## src/rtl/row_config_loader_if.sv

```systemverilog
// row_config_loader_if: load-control, byte-stream and row-output bundle for row_config_loader.
//   master: drives start, abort, cfg_data, cfg_valid; observes cfg_ready, prog, busy, done, error
//   slave : the loader side of the same signals
interface row_config_loader_if #(parameter int PROG_W = 552);
  logic start;
  logic abort;
  logic [7:0] cfg_data;
  logic cfg_valid;
  logic cfg_ready;
  logic [PROG_W-1:0] prog;
  logic busy;
  logic done;
  logic error;
  modport master(output start, abort, cfg_data, cfg_valid, input cfg_ready, prog, busy, done, error);
  modport slave(input start, abort, cfg_data, cfg_valid, output cfg_ready, prog, busy, done, error);
endinterface

```

## src/rtl/row_config_loader.sv

```systemverilog
// row_config_loader: streams NUM_BYTES config bytes into a shadow row, verifies an XOR checksum, commits to prog.
//   clb_clk : clock, all state changes on its rising edge
//   rst     : asynchronous active-high reset
//   bus     : row_config_loader_if.slave (start/abort/cfg_data/cfg_valid in; cfg_ready/prog/busy/done/error out)
module row_config_loader #(
  parameter int NUM_BYTES = 69,
  parameter int PROG_W = 8 * NUM_BYTES
) (
  input logic clb_clk,
  input logic rst,
  row_config_loader_if.slave bus
);
  localparam int CW = $clog2(NUM_BYTES + 1);
  localparam logic [CW-1:0] LAST = CW'(NUM_BYTES - 1);
  typedef enum logic [1:0] {IDLE, LOAD, CSUM} state_t;
  state_t state;
  logic [CW-1:0] cnt;
  logic [7:0] csum;
  logic [PROG_W-1:0] shadow;
  logic [PROG_W-1:0] prog;
  logic ready;
  logic busy;
  logic done;
  logic error;
  assign bus.prog = prog;
  assign bus.cfg_ready = ready;
  assign bus.busy = busy;
  assign bus.done = done;
  assign bus.error = error;
  // ready and busy are always equal to "state is LOAD or CSUM"; both are set and cleared together
  always_ff @(posedge clb_clk or posedge rst) begin
    if (rst) begin
      state <= IDLE;
      cnt <= '0;
      csum <= '0;
      shadow <= '0;
      prog <= '0;
      ready <= 1'b0;
      busy <= 1'b0;
      done <= 1'b0;
      error <= 1'b0;
    end else begin
      done <= 1'b0;
      case (state)
        IDLE: begin
          if (bus.start && !bus.abort) begin
            state <= LOAD;
            cnt <= '0;
            csum <= '0;
            error <= 1'b0;
            ready <= 1'b1;
            busy <= 1'b1;
          end
        end
        LOAD: begin
          if (bus.abort) begin
            state <= IDLE;
            ready <= 1'b0;
            busy <= 1'b0;
          end else if (bus.cfg_valid) begin
            shadow[{cnt, 3'b000} +: 8] <= bus.cfg_data;
            csum <= csum ^ bus.cfg_data;
            // hold the counter at LAST rather than wrapping; CSUM does not use it
            if (cnt == LAST) state <= CSUM;
            else cnt <= cnt + 1'b1;
          end
        end
        CSUM: begin
          if (bus.abort) begin
            state <= IDLE;
            ready <= 1'b0;
            busy <= 1'b0;
          end else if (bus.cfg_valid) begin
            state <= IDLE;
            ready <= 1'b0;
            busy <= 1'b0;
            if (bus.cfg_data == csum) begin
              prog <= shadow;
              done <= 1'b1;
            end else begin
              error <= 1'b1;
            end
          end
        end
        default: begin
          state <= IDLE;
          ready <= 1'b0;
          busy <= 1'b0;
        end
      endcase
    end
  end
endmodule

```

## src/flat_wrapper.sv

```systemverilog
// flat-port wrapper written by rule: the top's interface ports become plain ports
module row_config_loader_flat 
#(
  parameter int NUM_BYTES = 69,
  parameter int PROG_W = 8 * NUM_BYTES
)
  (clb_clk, rst, bus_start, bus_abort, bus_cfg_data, bus_cfg_valid, bus_cfg_ready, bus_prog, bus_busy, bus_done, bus_error);
  row_config_loader_if #(.PROG_W(PROG_W)) bus_i ();
  input logic clb_clk;
  input logic rst;
  input wire logic [$bits(bus_i.start)-1:0] bus_start;
  input wire logic [$bits(bus_i.abort)-1:0] bus_abort;
  input wire logic [$bits(bus_i.cfg_data)-1:0] bus_cfg_data;
  input wire logic [$bits(bus_i.cfg_valid)-1:0] bus_cfg_valid;
  output wire logic [$bits(bus_i.cfg_ready)-1:0] bus_cfg_ready;
  output wire logic [$bits(bus_i.prog)-1:0] bus_prog;
  output wire logic [$bits(bus_i.busy)-1:0] bus_busy;
  output wire logic [$bits(bus_i.done)-1:0] bus_done;
  output wire logic [$bits(bus_i.error)-1:0] bus_error;
  assign bus_i.start = bus_start;
  assign bus_i.abort = bus_abort;
  assign bus_i.cfg_data = bus_cfg_data;
  assign bus_i.cfg_valid = bus_cfg_valid;
  assign bus_cfg_ready = bus_i.cfg_ready;
  assign bus_prog = bus_i.prog;
  assign bus_busy = bus_i.busy;
  assign bus_done = bus_i.done;
  assign bus_error = bus_i.error;
  row_config_loader #(.NUM_BYTES(NUM_BYTES), .PROG_W(PROG_W)) u_core (.clb_clk(clb_clk), .rst(rst), .bus(bus_i));
endmodule
```

## config.mk

```make
export PLATFORM = sky130hd
export DESIGN_NAME = row_config_loader_flat
export DESIGN_NICKNAME = d
export VERILOG_FILES = /design/src/rtl/row_config_loader_if.sv /design/src/rtl/row_config_loader.sv /design/src/flat_wrapper.sv
export SDC_FILE = /design/constraint.sdc
export NUM_CORES = 2
export LEC_CHECK = 0
export BUFFER_PORTS_ARGS = -buffer_cell sky130_fd_sc_hd__buf_4
export CORE_MARGIN = 2
export CORE_UTILIZATION = 33
export DETAILED_ROUTE_END_ITERATION = 10
export PLACE_DENSITY = 0.62
export SLEW_MARGIN = 5
export SYNTH_ARGS = -nofsm -noshare
export SYNTH_HDL_FRONTEND = slang
export SYNTH_SLANG_ARGS = --single-unit
```

## constraint.sdc

```tcl
create_clock -name clb_clk -period 37.7 [get_ports clb_clk]
set_input_delay 7.54 -clock clb_clk [delete_from_list [all_inputs] [get_ports clb_clk]]
set_output_delay 7.54 -clock clb_clk [all_outputs]
set_load 0.01 [all_outputs]
```

==> metrics.yaml <==
synth_top_area_cell: "dfrtp_1"
synth_fa_ha_area_frac: 0.00142
wl_per_cell_um: 24.0
routed_wl_um: 129000
grt_pass1_vias: 26900
pwr-share-clk: 0.451
rows: 134
p_sw_frac: 0.251
cts_root_buf: "clkbuf_16"
grt_overflow: 0
gp_congestion: 0.795
drt_iter0_drc: 1644
synthTopCellsByArea: "dfrtp_1, mux2_2, nand2_1, nor3_4, o21ai_0"
cp_top_family: "buffers and inverters"
num_vias: 26000
synth_top_family_by_area: "multiplexers"
synthMuxAreaShare: 0.260
synth_edf_count: 0
ys_seq_elements: 1124
post-route-util: 0.409
grt_util_met3: 0.0541
grt_max_degree: 177
portBuffers: 568
vdd_drop_max_mv: 0.0362
ctsHoldBuffers: 0
dr.pass1.iters: 5
start_kind: "input pin"
top_level_ports: 569
leakage_nw: 27.8
ant_nets: 0
combPwrFrac: 0.069
yosysSeqAreaShare: 0.637
power.total_mw: 2.56
max_cap_viol_count: 0
cts_buffer_depth: 3
worstPathCellList: "buf_4 > xor2_1 > nor3_1 > nand4_1 > nor2_4 > buf_4 > buf_4 > buf_4 > mux2_2"
syn_inst: 2921
syn-num-nets: 2939
fin_setup_tns_ps: 0
endpoint_kind: "flip-flop"
finalCriticalPeriod_ps: 11850
placedCellCount: 5164
synth_ff_type: "dfrtp_1"
cts.sinks: 1124
status: "completed"
synthArstFlopShare: 1.00
initial_core_util: 0.332
cts_buffers: 120
hp-class: "flip-flop to flip-flop"
finalHoldViolCount: 0
die_height_um: 370
clk_latency_ps: 740
drv_slew: 0
core_area_um2: 133000
antenna_found_initial: 10
p_seq_frac: 0.480
ys_warn_count: 0
yosys.area_share.simple: 0.0600
synth_compound_gate_area_share: 0.0224
cts_resized: 0
cp_slowest_cell: "buf_4"
internal-power_mw: 1.92
relSlewSlack: 0.137
net-switching-power_uw: 641
gr-max-usage-layer: "met2"
fin_crit_sh: 0.314
cpPeakStageDelay_ps: 870
cp_num_buf_inv: 4
synth_top_area_frac: 0.637
crit_path_max_fanout: 70
max_freq_mhz: 84.4
power_density_nw_per_um2: 47.0
finalClockSkew_ps: 26.3
post_cts.repair.setup_buffers: 0
die_w_um: 370
drive_gt1_frac: 0.526
setup_viol: 0
synth-xor-area-share: 0.00396
grtUsageTotal: 0.187
h-tree-depth: 3
hpwl_um: 86800
globalRouteMet1Util: 0.248
cp.required_ps: 38320
synth_common_cells: "dfrtp_1, mux2_2, nand2_1, o21ai_0, clkbuf_1"
synth.avg_cell_area_um2: 15.1
worstMarginPinSlew_ps: 1280
nNetsFinal: 3536
netlist_area_um2: 44200
crit_top_cell: "buf_4"
cts_tree: "done"
post_drt_via_cell_ratio: 4.84
area_growth_pct: 23.2
synthDistinctLibCells: 69
yosysMostFrequentCell: "dfrtp_1"
clk_pin_slew_ps: 60
critPathKind: "input pin to flip-flop"
rsz0062_at_grt: "no"
route.detailed.drc: 0
final_cells: 5379
use_met2: 0.294
die_area_um2: 137000
crit_arrival_ps: 12470
grt_pass1_wl_um: 187000
[per-stage QoR]
step	cell area, µm²	hold slack [ps]	setup WS [ps]
final	54400	477	25850
after global routing	54400	497	25530
after CTS	54400	481	25740
after detailed placement	50600	468	24920
after global placement	50600	457	24950
after floorplan	44200	444	14650
[logic make-up (layout without fill, tap and decap cells)]
| group | after synthesis | after routing |
|---|---|---|
| buffers and inverters | 155 | 844 |
| AO/OA/AOI/OAI | 154 | 154 |
| adder cells (fa/ha/maj) | 5 | 5 |
| other | 0 | 1 |
| multiplexers | 1018 | 1018 |
| flip-flops | 1124 | 1124 |
| AND/OR/NAND/NOR | 445 | 445 |
| XOR/XNOR | 20 | 20 |
[final cells by class]
type	count	area (µm²)
inverters	8	33.8
repair buffers	622	4710
well taps	1768	2210
clock buffers	180	3550
clock inverters	34	305
diodes	1	2.50
multi-input cells	1642	15500
fillers	12500	78700
flip-flops and latches	1124	28100
[registers in the layout (all words and copies together), names as in the netlist]
signal	flops
u_core.state	2
u_core.bus.error	1
u_core.shadow	552
u_core.csum	8
u_core.bus.cfg_ready	1
u_core.cnt	7
u_core.bus.done	1
u_core.bus.prog	552
[cells in the final DEF (no fill, tap or decap), drive strengths merged, types with 22 or more instances in the layout]
master  synthesis  layout
buf            58     622
nand2         163     163
o21ai         106     106
and2           64      64
mux2         1016    1016
nor2           82      82
dfrtp        1124    1124
clkbuf         89     180
nor3           61      61
clkinv          0      22
[final timing paths]
kind / start / end / slack (ps) / cells after the start
min in group asynchronous: rst / u_core.shadow[240] / 6930 / 2
min reg2reg: u_core.shadow[307] / u_core.shadow[307] / 480 / 2
min: u_core.shadow[307] / u_core.shadow[307] / 480 / 2
max reg2reg: u_core.state[0] / u_core.bus.prog[226] / 32330 / 8
max in group asynchronous: rst / u_core.shadow[75] / 27190 / 6
max: bus_cfg_data[4] / u_core.bus.prog[226] / 25850 / 9
[tightest hold or removal path, stage by stage, from the launching register on]
cell and delay [ps]:
dfrtp_1 340, nand2_1 50, o21ai_0 60
[routing by layer]
layer,vias to the layer above,share of wire
li1,11500,-
met1,13600,0.44
met2,697,0.46
met3,174,0.071
met4,2,0.029
met5,-,0.000054
[power groups by stage]
stage                     Sequential [mW]  Combinational, mW  Clock [mW]
after global placement               1.25              0.179           0
after floorplan                      1.25              0.106           0
after detailed placement             1.25              0.181           0
after CTS                            1.23              0.181        1.19
final                                1.23              0.175        1.15
after global routing                 1.23              0.191        1.24
No activity file was read; power rests on OpenSTA's default activity.
